==> src/rtl/crypto_stream_adapter.sv <==
// crypto_stream_adapter
//   Bridges 32-bit word streams to the 128-bit block encryption host.
//   Four plaintext words (MSB first) are packed into one block and sent to the
//   host with a start pulse. The adapter then waits for done, captures the
//   ciphertext and replays it as four words on a valid/ready stream.
//   A watchdog aborts a host operation that never completes and raises a
//   sticky error flag.
//
// Ports
//   clk, rst          clock, asynchronous active-high reset
//   key_data/key_load cipher key and its load strobe (honoured only in FILL)
//   s_data/s_valid/s_ready     plaintext word input stream
//   plaintext, cipher_key, encrypt_start   request to the encryption host
//   ciphertext, encrypt_done               response from the encryption host
//   m_data/m_valid/m_ready/m_last          ciphertext word output stream
//   busy              high whenever the adapter is not collecting input
//   timeout_err       sticky watchdog flag, cleared by err_clr
//
// state   | meaning
// --------+---------------------------------------------------------------
// FILL    | collect four plaintext words, accept key loads
// START   | one-cycle encrypt_start pulse to the host
// WAIT    | wait for encrypt_done, watchdog counting
// CAPTURE | wait out the host's ciphertext register delay, then latch it
// DRAIN   | present four ciphertext words on the output stream

module crypto_stream_adapter #(
  parameter int CAPTURE_DELAY  = 1,
  parameter int TIMEOUT_CYCLES = 64
) (
  input  logic         clk,
  input  logic         rst,
  input  logic [127:0] key_data,
  input  logic         key_load,
  input  logic [31:0]  s_data,
  input  logic         s_valid,
  output logic         s_ready,
  output logic [127:0] plaintext,
  output logic [127:0] cipher_key,
  output logic         encrypt_start,
  input  logic [127:0] ciphertext,
  input  logic         encrypt_done,
  output logic [31:0]  m_data,
  output logic         m_valid,
  input  logic         m_ready,
  output logic         m_last,
  output logic         busy,
  output logic         timeout_err,
  input  logic         err_clr
);

  typedef enum logic [2:0] {
    S_FILL,
    S_START,
    S_WAIT,
    S_CAPTURE,
    S_DRAIN
  } state_t;

  localparam logic [7:0] TIMEOUT_TC = 8'(TIMEOUT_CYCLES);
  // CAPTURE lasts CAPTURE_DELAY cycles; latch on its last one.
  localparam logic [7:0] CAPTURE_TC = (CAPTURE_DELAY > 0) ? 8'(CAPTURE_DELAY - 1) : 8'd0;

  state_t       state_q, state_d;
  logic [1:0]   word_cnt_q, word_cnt_d;
  logic [7:0]   cnt_q, cnt_d;
  logic [127:0] plaintext_q, plaintext_d;
  logic [127:0] cipher_key_q, cipher_key_d;
  logic [127:0] obuf_q, obuf_d;
  logic [31:0]  m_data_q, m_data_d;
  logic         s_ready_q, s_ready_d;
  logic         encrypt_start_q, encrypt_start_d;
  logic         m_valid_q, m_valid_d;
  logic         m_last_q, m_last_d;
  logic         busy_q, busy_d;
  logic         timeout_err_q, timeout_err_d;

  function automatic logic [31:0] word_sel(input logic [127:0] blk, input logic [1:0] idx);
    case (idx)
      2'd0:    return blk[127:96];
      2'd1:    return blk[95:64];
      2'd2:    return blk[63:32];
      default: return blk[31:0];
    endcase
  endfunction

  always_comb begin
    state_d         = state_q;
    word_cnt_d      = word_cnt_q;
    cnt_d           = cnt_q;
    plaintext_d     = plaintext_q;
    cipher_key_d    = cipher_key_q;
    obuf_d          = obuf_q;
    m_data_d        = m_data_q;
    s_ready_d       = s_ready_q;
    encrypt_start_d = 1'b0;
    m_valid_d       = m_valid_q;
    m_last_d        = m_last_q;
    busy_d          = busy_q;
    timeout_err_d   = timeout_err_q;

    // A timeout raised below overrides this clear.
    if (err_clr) timeout_err_d = 1'b0;

    case (state_q)
      S_FILL: begin
        if (key_load) cipher_key_d = key_data;
        if (s_valid && s_ready_q) begin
          case (word_cnt_q)
            2'd0:    plaintext_d[127:96] = s_data;
            2'd1:    plaintext_d[95:64]  = s_data;
            2'd2:    plaintext_d[63:32]  = s_data;
            default: plaintext_d[31:0]   = s_data;
          endcase
          word_cnt_d = word_cnt_q + 2'd1;
          if (word_cnt_q == 2'd3) begin
            state_d         = S_START;
            s_ready_d       = 1'b0;
            encrypt_start_d = 1'b1;
            busy_d          = 1'b1;
          end
        end
      end

      S_START: begin
        state_d = S_WAIT;
        cnt_d   = 8'd0;
      end

      S_WAIT: begin
        if (encrypt_done) begin
          cnt_d = 8'd0;
          if (CAPTURE_DELAY == 0) begin
            obuf_d    = ciphertext;
            m_data_d  = word_sel(ciphertext, 2'd0);
            m_valid_d = 1'b1;
            m_last_d  = 1'b0;
            state_d   = S_DRAIN;
          end else begin
            state_d = S_CAPTURE;
          end
        end else if (cnt_q + 8'd1 == TIMEOUT_TC) begin
          // Abort: the block is dropped and nothing is emitted.
          timeout_err_d = 1'b1;
          cnt_d         = 8'd0;
          word_cnt_d    = 2'd0;
          s_ready_d     = 1'b1;
          busy_d        = 1'b0;
          state_d       = S_FILL;
        end else begin
          cnt_d = cnt_q + 8'd1;
        end
      end

      S_CAPTURE: begin
        if (cnt_q == CAPTURE_TC) begin
          obuf_d    = ciphertext;
          m_data_d  = word_sel(ciphertext, 2'd0);
          m_valid_d = 1'b1;
          m_last_d  = 1'b0;
          cnt_d     = 8'd0;
          state_d   = S_DRAIN;
        end else begin
          cnt_d = cnt_q + 8'd1;
        end
      end

      S_DRAIN: begin
        if (m_valid_q && m_ready) begin
          if (word_cnt_q == 2'd3) begin
            m_valid_d  = 1'b0;
            m_last_d   = 1'b0;
            s_ready_d  = 1'b1;
            busy_d     = 1'b0;
            word_cnt_d = 2'd0;
            state_d    = S_FILL;
          end else begin
            word_cnt_d = word_cnt_q + 2'd1;
            m_data_d   = word_sel(obuf_q, word_cnt_q + 2'd1);
            m_last_d   = (word_cnt_q == 2'd2);
          end
        end
      end

      default: state_d = S_FILL;
    endcase
  end

  always_ff @(posedge clk or posedge rst) begin
    if (rst) begin
      state_q         <= S_FILL;
      word_cnt_q      <= 2'd0;
      cnt_q           <= 8'd0;
      plaintext_q     <= '0;
      cipher_key_q    <= '0;
      obuf_q          <= '0;
      m_data_q        <= '0;
      s_ready_q       <= 1'b1;
      encrypt_start_q <= 1'b0;
      m_valid_q       <= 1'b0;
      m_last_q        <= 1'b0;
      busy_q          <= 1'b0;
      timeout_err_q   <= 1'b0;
    end else begin
      state_q         <= state_d;
      word_cnt_q      <= word_cnt_d;
      cnt_q           <= cnt_d;
      plaintext_q     <= plaintext_d;
      cipher_key_q    <= cipher_key_d;
      obuf_q          <= obuf_d;
      m_data_q        <= m_data_d;
      s_ready_q       <= s_ready_d;
      encrypt_start_q <= encrypt_start_d;
      m_valid_q       <= m_valid_d;
      m_last_q        <= m_last_d;
      busy_q          <= busy_d;
      timeout_err_q   <= timeout_err_d;
    end
  end

  assign s_ready       = s_ready_q;
  assign plaintext     = plaintext_q;
  assign cipher_key    = cipher_key_q;
  assign encrypt_start = encrypt_start_q;
  assign m_data        = m_data_q;
  assign m_valid       = m_valid_q;
  assign m_last        = m_last_q;
  assign busy          = busy_q;
  assign timeout_err   = timeout_err_q;

endmodule

==> config.mk <==
export PLATFORM = sky130hd
export DESIGN_NAME = crypto_stream_adapter
export DESIGN_NICKNAME = d
export VERILOG_FILES = /design/src/rtl/crypto_stream_adapter.sv
export SDC_FILE = /design/constraint.sdc
export NUM_CORES = 1
export LEC_CHECK = 0
export BUFFER_PORTS_ARGS = -buffer_cell sky130_fd_sc_hd__buf_2
export CAP_MARGIN = 20
export CELL_PAD_IN_SITES_DETAIL_PLACEMENT = 1
export CELL_PAD_IN_SITES_GLOBAL_PLACEMENT = 1
export CORE_AREA = 4 4 225 227
export CTS_BUF_LIST = sky130_fd_sc_hd__clkbuf_8
export DETAILED_ROUTE_END_ITERATION = 16
export DIE_AREA = 0 0 229 231
export MAX_ROUTING_LAYER = met4
export PLACE_DENSITY = 0.86
export SYNTH_ARGS = -nofsm -noshare
export SYNTH_HDL_FRONTEND = slang
export SYNTH_SLANG_ARGS = --single-unit
==> constraint.sdc <==
create_clock -name clk -period 31.3 [get_ports clk]
set_clock_uncertainty 0.05 [all_clocks]
set_input_delay 0 -clock clk [delete_from_list [all_inputs] [get_ports clk]]
set_output_delay 0 -clock clk [all_outputs]
set_load 0.005 [all_outputs]
==> results of run 1 <==
-- routing by layer --
metal | GRT usage, % | up-vias | wire, um | share of wire [%]
li1 | - | 6845 | - | -
met1 | 32.5 | 8387 | 29100 | 35
met2 | 54.5 | 885 | 42700 | 51
met3 | 8.06 | 359 | 5800 | 6.9
met4 | 19.5 | 0 | 6130 | 7.3
met5 | - | - | 0 | 0
-- cell usage in the layout (no fill, tap or decap), types with 3 or more instances in the layout --
cell,n
and2_1,4
ha_1,9
o22ai_1,3
buf_4,13
inv_8,4
mux2_2,316
nor2_1,37
nand3_1,7
clkinv_2,8
clkbuf_8,89
a222oi_1,32
dlygate4sd3_1,350
and3_1,3
mux2_1,5
dfrtp_1,434
nand4_1,3
o21ai_0,46
inv_1,38
nand2_1,337
nand2b_1,3
nand2_2,4
a211oi_1,4
a21oi_1,43
buf_2,588
diode_2,17
-- power groups by stage --
stage	Clock [uW]	Sequential (uW)	Combinational (uW)
2_1_floorplan	0	954	438
5_1_grt	575	1030	966
6_report	539	1010	906
3_3_place_gp	0	951	754
4_1_cts	531	974	840
3_5_place_dp	0	976	800
-- stage by stage --
step	total power, uW	setup WS, ns	instances	utilization, %
finish	2460	27.88	3067	54.1
global placement	1700	28.10	2563	43.6
global route	2570	27.78	3067	54.1
floorplan	1390	19.13	1424	-
detailed placement	1780	27.97	2563	43.6
CTS	2350	27.93	3047	53.9
-- worst min-delay path: cells and delay by family --
family                 cells  cell delay, ns
buffers and inverters      2            0.61
muxes                      1            0.14
-- registers in the layout (all words and copies together) (netlist names) --
name / flops
timeout_err: 1
m_valid: 1
word_cnt_q: 2
m_last: 1
state_q: 3
plaintext: 128
busy: 1
cipher_key: 128
obuf_q: 128
m_data: 32
cnt_q: 8
encrypt_start: 1
s_ready: 1
-- synthesized netlist by cell type (all sizes together) (3+ instances only) --
library cell	count	area [um2]
and3	4	25.0
inv	9	33.8
a211oi	4	30.0
dfrtp	434	10900
a31oi	3	33.8
nand2b	3	18.8
nor4b	3	41.3
nand3	8	45.0
nand2	341	1280
a21oi	43	215
mux2	321	3610
buf	45	259
o22ai	3	18.8
ha	10	125
nor2	38	150
a222oi	32	320
and2	5	33.8
clkbuf	40	150
nor4	3	33.8
o21ai	46	230
nand4	3	18.8
-- kinds of logic (layout without fill, tap and decap cells) --
logic type               Yosys count  count (layout)  share of synthesized area, %
AND/OR/NAND/NOR                  420             420                          9.79
adder cells (fa/ha/maj)           10              10                         0.704
other                              0              17                             0
multiplexers                     321             321                          20.3
flip-flops                       435             435                          61.3
AO/OA/AOI/OAI                    144             144                          5.38
buffers and inverters             94            1098                          2.49
-- cell type report --
cell class,instances,area [um2]
Antenna cell,17,42.5
Clock buffer,89,1220
Clock inverter,46,249
Fill cell,5222,22300
Inverter,9,41.3
Multi-Input combinational cell,895,6470
Sequential cell,435,10900
Tap cell,622,778
Timing Repair Buffer,954,6620
-- worst min-delay path by stage --
| stage | start | end | slack [ns] |
|---|---|---|---|
| after floorplan | err_clr | timeout_err | 0.05 |
| after CTS | ciphertext[70] | obuf_q[70] | 0.0003 |
| after global routing | key_data[78] | cipher_key[78] | 0.03 |
| final | key_data[78] | cipher_key[78] | 0.06 |
| after global placement | ciphertext[50] | obuf_q[50] | 0.14 |
| after detailed placement | ciphertext[18] | obuf_q[18] | 0.15 |
-- timing repair --
item                      CTS  global route
hold buffers              349             1
gates resized for setup     0             0
hold endpoints to repair  576            31
==> metrics, run 1 <==
PwrDens=93.4 nW/um2; Die ar.=52900 um2; critical path endpoint=cipher_key[13]; WL/cell=~27 um; vias per std cell=between 5 and 6; DRT Wirelength=approximately 84 mm; Leak=0.0132 uW; number of H-tree levels=3; number of global-route vias before repair=approximately 19000; Slew @ Worst Pin=between 1 and 1.5 ns; CP delay by family, top=buffers and inverters; critical path, cell by cell=nor4b_2 -> buf_4 -> buf_4 -> mux2_2; FF-to-FF setup slack=roughly 28 ns; max-slew violations=0; fraction of registers with async set/reset=100%; Setup violations, final=0; critical path data required time=31.77 ns; CP max FO=85; cells on worst reg2reg path=4; Crit. path cell count=4; cell area after layout=roughly 26000 um2; fmax=~300 MHz; Worst slew margin=24.3%; CTS root buf=clkbuf_8; Pint=around 1500 uW; Vias=approximately 16000; dominant synthesized flop cell=dfrtp_1; hold path depth=3; min cycle time layout=between 3 and 4 ns; DRT iter0 DRCs=1296; Setup Buffers After CTS=0; number of enable flip-flop cells after synthesis=0; Setup crit start=state_q[2]; Seq/Total Area, Yosys=61.3%; critical path's slowest cell=buf_4; Ys Warns=0; HPWL Detailed=approximately 44 mm; Mapped Cells=approximately 1400; share of cells above drive strength 1=between 40% and 50%; Initial Utilization=36.5%; Final Hold Viols=0; number of buffers created by CTS=between 70 and 80; RR Endpoint=cipher_key[13]; antenna violations before repair=16; Distinct cells, synth=51; post-route ant nets=0; Logic pwr share=36.8%; Synth Register Bits=about 440; clock power share=21.9%; Flop pwr share=41.3%; drt first pass iters=8; # port buffers=slightly below 600; chip width=approximately 230 um; Net count, final=2676; Critical Path Max Stage Delay=between 0.9 and 1 ns; first-pass GRT wire length=approximately 120 mm; Core Area=between 40000 and 50000 um2; Area Overhead vs Synth=48.1%; worst vdd ir=0.0000470 V; Ports=589; switch share=about two fifths; Buf+Inv Stages, Crit Path=2; Setup CP Type=flop to flop; worst r2r src=state_q[2]; Die Span Y=between 200 and 250 um; Crit. End Element=flop; grt ovf=0; Avg Synthesized Cell Area=approximately 12 um2; clk sinks=about 440; RD Place Congestion=slightly below 0.9; setup TNS=0 ns; worst skew pair latency=0.67 ns; mapped cell area=17800 um2; # rows=81; Clock transition at path regs=roughly 0.07 ns; fin crit share=between 10% and 20%; Max Root-Sink Buffers=3; worst hold path class=input port to flop; max capacitance violation total=0; RSZ-0062 raised after global routing=false; CTS tree=yes; Global Route Usage Sum=a little under a third; Post-DP Area=about 21000 um2; CP startpoint kind=flop; DRC=0; Sw Pwr=between 900 and 1000 uW; largest net degree at the start of global routing=between 150 and 200; Worst Path Arrival=a little under 4 ns; WHS=0.0631 ns; outcome=completed; cell mode on critical path=buf_4; Post-Syn Nets=between 1500 and 2000
No activity file was read; power rests on OpenSTA's default activity.
==> run 2: changes to the inputs <==
- ABC_AREA: default -> 1
- CORE_AREA: 4 4 225 227 -> 4 4 229 231
- DIE_AREA: 0 0 229 231 -> 0 0 233 235
- PLACE_DENSITY: 0.86 -> 0.85
- clock period: 31.3 -> 3.5 ns (I/O delays scaled with it)
==> run 2 against run 1 <==
  * Maximum frequency up 32%
  * Critical endpoint is now m_data[24]
  * Sequential share of layout area rose by 0.32 points
  * Cell area decreased by 0.76%
  * Global-route usage decreased by 0.41 points
  * Largest power group unchanged
  * Via count is 2.8% higher
  * Sequential power rose to 7.8 times the previous value
  * Largest cell class unchanged
  * Routed wire length is 1.2% higher
  * Critical path depth up 5
  * Power increased to 8.3 times the previous value
  * Core utilization is 1.9 points lower
  * Highest routed layer unchanged
==> metrics, run 2 <==
outcome=completed; Post-Place Cells=2769 (+8.0%); WHS=0.00824 ns (-0.0549 ns); Final Hold Viols=0 (unchanged); Yosys top cell area share=61.2% (about the same); commonest non-fill, non-tap cell in the layout=buf_2; worst hold path class=input port to asynchronous set/reset pin; Area Overhead vs Synth=47.0%; Finished Layout Cells=3221 (+5.0%); Mapped Cells=1572 (+10%); Worst Path Arrival=3.04 ns (-0.85 ns); number of H-tree levels=3 (unchanged); post_cts resized=0 (unchanged); Slew @ Worst Pin=0.818 ns (-0.317 ns); number of enable flip-flop cells after synthesis=0 (unchanged); worst skew pair latency=0.66 ns (about the same); Synth top cells by count=dfrtp_1, nand2_1, o21ai_0; chip width=233 um (+1.7%); clock power share=24.3% (+2.4 points); Max Root-Sink Buffers=3 (unchanged); Crit. End Element=flop; Synth Register Bits=435 (unchanged); Initial Utilization=35.5% (-1.1 points); switch share=39.5% (+0.75 points); FF-to-FF setup slack=0.91 ns (-26.97 ns); share of cells above drive strength 1=38.4% (-4.6 points); Pint=12300 uW (+720%); Global Route Usage Sum=31.3% (-0.41 points); critical path data required time=3.96 ns (-27.81 ns); Seq/Total Area, Yosys=61.3% (about the same); fin crit share=74.0% (+63 points); cells on worst reg2reg path=9 (+5); RD Place Congestion=0.909 (+4.6%); dominant synthesized flop cell=dfrtp_1; Setup crit start=word_cnt_q[0]; Leak=0.0132 uW (about the same); synth top area cells=dfrtp_1, mux2_2, nand2_1, o21ai_0, mux2_4; Setup Buffers After CTS=0 (unchanged); Ports=589 (unchanged); Distinct cells, synth=27 (-47%); fillers=5468 (+4.7%); Buf+Inv Stages, Crit Path=4 (+2); first-pass GRT wire length=126 mm (+1.5%); DRT iter0 DRCs=1133 (-13%); CP startpoint kind=flop; CTS root buf=clkbuf_8; PwrDens=778 nW/um2 (+730%); fraction of registers with async set/reset=100% (unchanged); Avg Synthesized Cell Area=11.3 um2 (-9.5%); Core Area=50100 um2 (+2.9%); Sw Pwr=8030 uW (+740%); Setup violations, final=0 (unchanged); critical path, cell by cell=inv_1 -> ha_1 -> buf_4 -> inv_1 -> buf_4 -> o211ai_1 -> o21ai_0 -> nand2_1 -> nand2_1; Ys Warns=0 (unchanged); RR Endpoint=m_data[24]; max-slew violations=0 (unchanged); Die ar.=54800 um2 (+3.5%); RSZ-0062 raised after global routing=false; Vias=16900 (+2.8%); WL/cell=26.3 um (-3.7%); drt first pass iters=5 (-3); number of buffers created by CTS=75 (-1.3%); Net count, final=2786 (+4.1%); post-route ant nets=0 (unchanged); Flop pwr share=38.9% (-2.4 points); Post-Syn Nets=1877 (+8.6%); number of global-route vias before repair=19200 (+1.5%); Logic pwr share=36.8% (about the same); mapped cell area=17800 um2 (about the same); leading area contributor after synthesis=dfrtp_1; Die Span Y=235 um (+1.7%); Critical Path Max Stage Delay=0.46 ns (-0.46 ns); Worst slew margin=45.4% (+21 points); clk sinks=435 (unchanged); worst vdd ir=0.000381 V (+710%); largest net degree at the start of global routing=107 (-37%); vias per std cell=5.26 (-2.1%); fmax=386 MHz (+32%); CP delay by family, top=buffers and inverters; CP max FO=33 (-61%); max capacitance violation total=0 (unchanged); CTS tree=yes; # rows=82 (+1.2%); worst r2r src=word_cnt_q[0]; top-count cell post-synth=dfrtp_1; commonest non-fill, non-tap cells in the layout=buf_2, dfrtp_1, nand2_1, dlygate4sd3_1, o21ai_0; critical path's slowest cell=dfrtp_1; Clock transition at path regs=0.07 ns (about the same); DRC=0 (unchanged); grt ovf=0 (unchanged); HPWL Detailed=46.8 mm (+5.2%); antenna violations before repair=12 (-4); min cycle time layout=2.59 ns (-0.832 ns); # port buffers=588 (unchanged); Setup CP Type=flop to flop; DRT Wirelength=84.7 mm (+1.2%)
## run 2: changes by cell type in the layout (fill, tap and decap cells not counted), sizes merged, moves of 21 or more
cell	change
nand3	+37
nor2	-21
o211ai	+31
dlygate4sd3	-46
a222oi	-32
inv	+75
o21ai	+193
mux2	-97
## run 2: cells by family after synthesis
group | share of synthesized area (%)
mux | 14.9
simple gates | 9.48
buf+inv | 4.38
fa+ha+maj | 0.705
compound gates | 9.17
flops | 61.3
## run 2: layer usage
layer,up-vias,track usage [%],part of all wire [%]
met3,371,8.52,7.6
met2,981,52.0,50
met1,8501,32.2,35
met4,0,20.8,7.6
met5,-,-,0
li1,7086,-,-
## run 2: worst max path at each step
| stage | endpoint | slack, ns | cells past startpoint |
|---|---|---|---|
| after floorplan | busy | -2.42 | 1 |
| after global placement | obuf_q[60] | 1.11 | 8 |
| after detailed placement | plaintext[85] | 0.96 | 7 |
| after CTS | plaintext[76] | 0.89 | 7 |
| after global routing | m_valid | 0.74 | 10 |
| final | m_data[24] | 0.91 | 9 |
## run 2: layout make-up
cell class / instances / area (um2) / share of cell area (%)
flip-flops and latches: 435 / 10900 / 41.7
repair buffers: 920 / 6350 / 24.3
multi-input cells: 957 / 6120 / 23.5
clock buffers: 92 / 1270 / 4.85
well taps: 672 / 841 / 3.22
inverters: 92 / 349 / 1.34
clock inverters: 41 / 258 / 0.987
diodes: 12 / 30.0 / 0.115
## run 2: worst register-to-register path, delay by kind of cell, from the launching register on
family / cells / cell delay, ns
AO/OA/AOI/OAI: 2 / 0.40
buffers and inverters: 4 / 1.15
AND/OR/NAND/NOR: 2 / 0.22
adder cells (fa/ha/maj): 1 / 0.17
flip-flops: 1 / 0.46
## run 2: what timing repair did
item | in CTS | in global routing
hold buffers | 304 | 0
endpoints found under the setup margin | 0 | 0
endpoints found under the hold margin | 572 | 0
## run 2: stage by stage
step	setup TNS [ns]	total power, uW	utilization, %	instance area, um2	setup WS [ns]
after floorplan	-1053.03	10800	-	17800	-2.42
after global placement	0	13800	42.8	21400	1.11
after detailed placement	0	14300	42.8	21400	0.957
after CTS	0	19400	51.9	26000	0.892
after global routing	0	21300	52.1	26100	0.745
final	0	20300	52.1	26100	0.911
## run 2: power groups by stage
stage / Combinational (uW) / Sequential, uW / Clock [uW]
global placement: 6240 / 7540 / 0
detailed placement: 6600 / 7680 / 0
global route: 8020 / 8010 / 5270
floorplan: 3170 / 7640 / 0
finish: 7480 / 7900 / 4940
CTS: 6950 / 7640 / 4840
==> run 3: changes to the inputs <==
- clock period: 3.5 -> 2.7 ns (I/O delays scaled with it)
==> run 3 against run 2 <==
  * Critical path depth shrank 1
  * Core utilization grew 0.55 points
  * Via count grew 0.41%
  * Highest routed layer unchanged
  * Routed wire length grew 1.1%
  * Cell area grew 1.1%
  * Largest power group unchanged
  * Register-to-register slack lost 0.67 ns
  * Critical path type unchanged
==> metrics, run 3 (synthesized netlist as in run 2, its figures left out) <==
CTS tree=yes; Die Span Y=235 um (unchanged); WHS=0.0494 ns (+0.0412 ns); Critical Path Max Stage Delay=0.50 ns (+0.04 ns); clk sinks=435 (unchanged); number of buffers created by CTS=76 (+1.3%); first-pass GRT wire length=127 mm (+0.80%); Initial Utilization=35.5% (unchanged); Buf+Inv Stages, Crit Path=3 (-1); outcome=completed; # rows=82 (unchanged); CTS root buf=clkbuf_8; cell area after layout=26400 um2 (+1.1%); worst hold path class=input port to asynchronous set/reset pin; fin crit share=91.2% (+17 points); chip width=233 um (unchanged); vias per std cell=5.23 (-0.46%); CP max FO=25 (-24%); number of global-route vias before repair=19300 (+0.19%); Setup violations, final=0 (unchanged); Pint=16400 uW (+33%); Die ar.=54800 um2 (unchanged); worst vdd ir=0.000554 V (+45%); commonest non-fill, non-tap cells in the layout=buf_2, dfrtp_1, nand2_1, dlygate4sd3_1, o21ai_0; Slew @ Worst Pin=1.07 ns (+0.249 ns); fillers=5571 (+1.9%); number of H-tree levels=3 (unchanged); antenna violations before repair=13 (+1); commonest non-fill, non-tap cell in the layout=buf_2; Clock transition at path regs=0.09 ns (+0.02 ns); PwrDens=1020 nW/um2 (+31%); Net count, final=2810 (+0.86%); DP Worst Slack=0.361 ns (-0.596 ns); critical path, cell by cell=inv_1 -> nand2_2 -> nor2_2 -> inv_2 -> nor2_4 -> nand2_2 -> buf_4 -> o21ai_0; Post-DP Area=21600 um2 (+0.63%); largest net degree at the start of global routing=69 (-36%); Setup CP Type=flop to flop; CP delay by family, top=simple AND/OR/NAND/NOR gates; Ports=589 (unchanged); # port buffers=588 (unchanged); DRT Wirelength=85.6 mm (+1.1%); Worst Path Arrival=2.92 ns (-0.12 ns); share of cells above drive strength 1=38.3% (-0.12 points); switch share=39.2% (-0.38 points); grt ovf=0 (unchanged); Max Root-Sink Buffers=3 (unchanged); Vias=17000 (+0.41%); Area Overhead vs Synth=48.6%; post_cts resized=0 (unchanged); Setup crit start=state_q[1]; max capacitance violation total=0 (unchanged); Setup Buffers After CTS=0 (unchanged); fmax=406 MHz (+5.2%); Logic pwr share=37.2% (+0.4 points); HPWL Detailed=46.3 mm (-1.0%); critical path data required time=3.16 ns (-0.80 ns); critical path's slowest cell=o21ai_0; Global Route Usage Sum=31.3% (+0.035 points); Final Hold Viols=0 (unchanged); DRC=0 (unchanged); Worst slew margin=28.7% (-17 points); Leak=0.0134 uW (+1.1%); worst skew pair latency=0.65 ns (about the same); drt first pass iters=5 (unchanged); RD Place Congestion=0.879 (-3.4%); hold buffers post-CTS=317 (+4.3%); worst r2r src=state_q[1]; Core Area=50100 um2 (unchanged); WL/cell=26.4 um (+0.19%); min cycle time layout=2.46 ns (-0.127 ns); Flop pwr share=38.1% (-0.8 points); clock power share=24.8% (+0.5 points); RSZ-0062 raised after global routing=false; post-route ant nets=0 (unchanged); setup ws final=0.238 ns (-0.673 ns); cell mode on critical path=nand2_2; CP startpoint kind=flop; Crit. End Element=flop; Sw Pwr=10500 uW (+31%); max-slew violations=0 (unchanged); DRT iter0 DRCs=1298 (+15%)
[run 3: cell count changes in the layout (fill, tap and decap cells not counted)]
cell and delta:
buf_12 +1, buf_16 -1, buf_4 +10, bufinv_16 +1, clkbuf_8 +5, clkinv_2 -9, diode_2 +2, dlygate4sd3_1 +13
inv_1 +6, inv_6 +1, inv_8 -1
[run 3: layout make-up]
type                            count  area (um2)  share of cell area, %
Sequential cell                   435       10900                   41.3
Multi-Input combinational cell    957        6120                   23.2
Antenna cell                       14        35.0                  0.133
Tap cell                          672         841                   3.19
Timing Repair Buffer              943        6550                   24.8
Inverter                           92         349                   1.32
Clock inverter                     39         263                  0.996
Clock buffer                       97        1340                   5.06
[run 3: worst reg2reg max path, delay by kind of cell, from the launching register on]
family                 cells  cell delay (ns)
DFF                        1             0.39
and+or+nand+nor            4             0.82
AOI/OAI and AO/OA          1             0.51
buffers and inverters      3             0.57
[run 3: power groups by stage]
| stage | combinational (uW) | sequential [uW] | clock (uW) |
|---|---|---|---|
| 4_1_cts | 9300 | 9870 | 6520 |
| 3_5_place_dp | 8550 | 9930 | 0 |
| 6_report | 9990 | 10200 | 6660 |
| 2_1_floorplan | 4110 | 9900 | 0 |
| 5_1_grt | 10600 | 10400 | 7080 |
| 3_3_place_gp | 8150 | 9760 | 0 |
[run 3: path summary, 6_finish.rpt]
kind                             endpoint  slack, ns  cells past startpoint
min reg2reg                       s_ready       0.44                      2
min                         plaintext[15]       0.05                      3
min in group clk           cipher_key[10]       0.08                      3
max in group asynchronous      obuf_q[19]       1.52                      4
max reg2reg                 plaintext[16]       0.24                      8
max                         plaintext[16]       0.24                      8
[run 3: per-layer routing]
layer	global-route usage, %	vias up	part of all wire [%]
li1	-	7152	-
met1	33.0	8522	35
met2	52.5	944	50
met3	6.99	390	7.0
met4	20.7	0	7.6
met5	-	-	0
[run 3: metrics by stage]
step                TNS [ns]  power [uW]  util, %  cells
floorplan           -1401.03       14000        -   1572
global placement           0       17900     43.1   2782
detailed placement         0       18500     43.1   2782
CTS                        0       25700     52.6   3235
global route               0       28100     52.7   3248
finish                     0       26900     52.7   3249
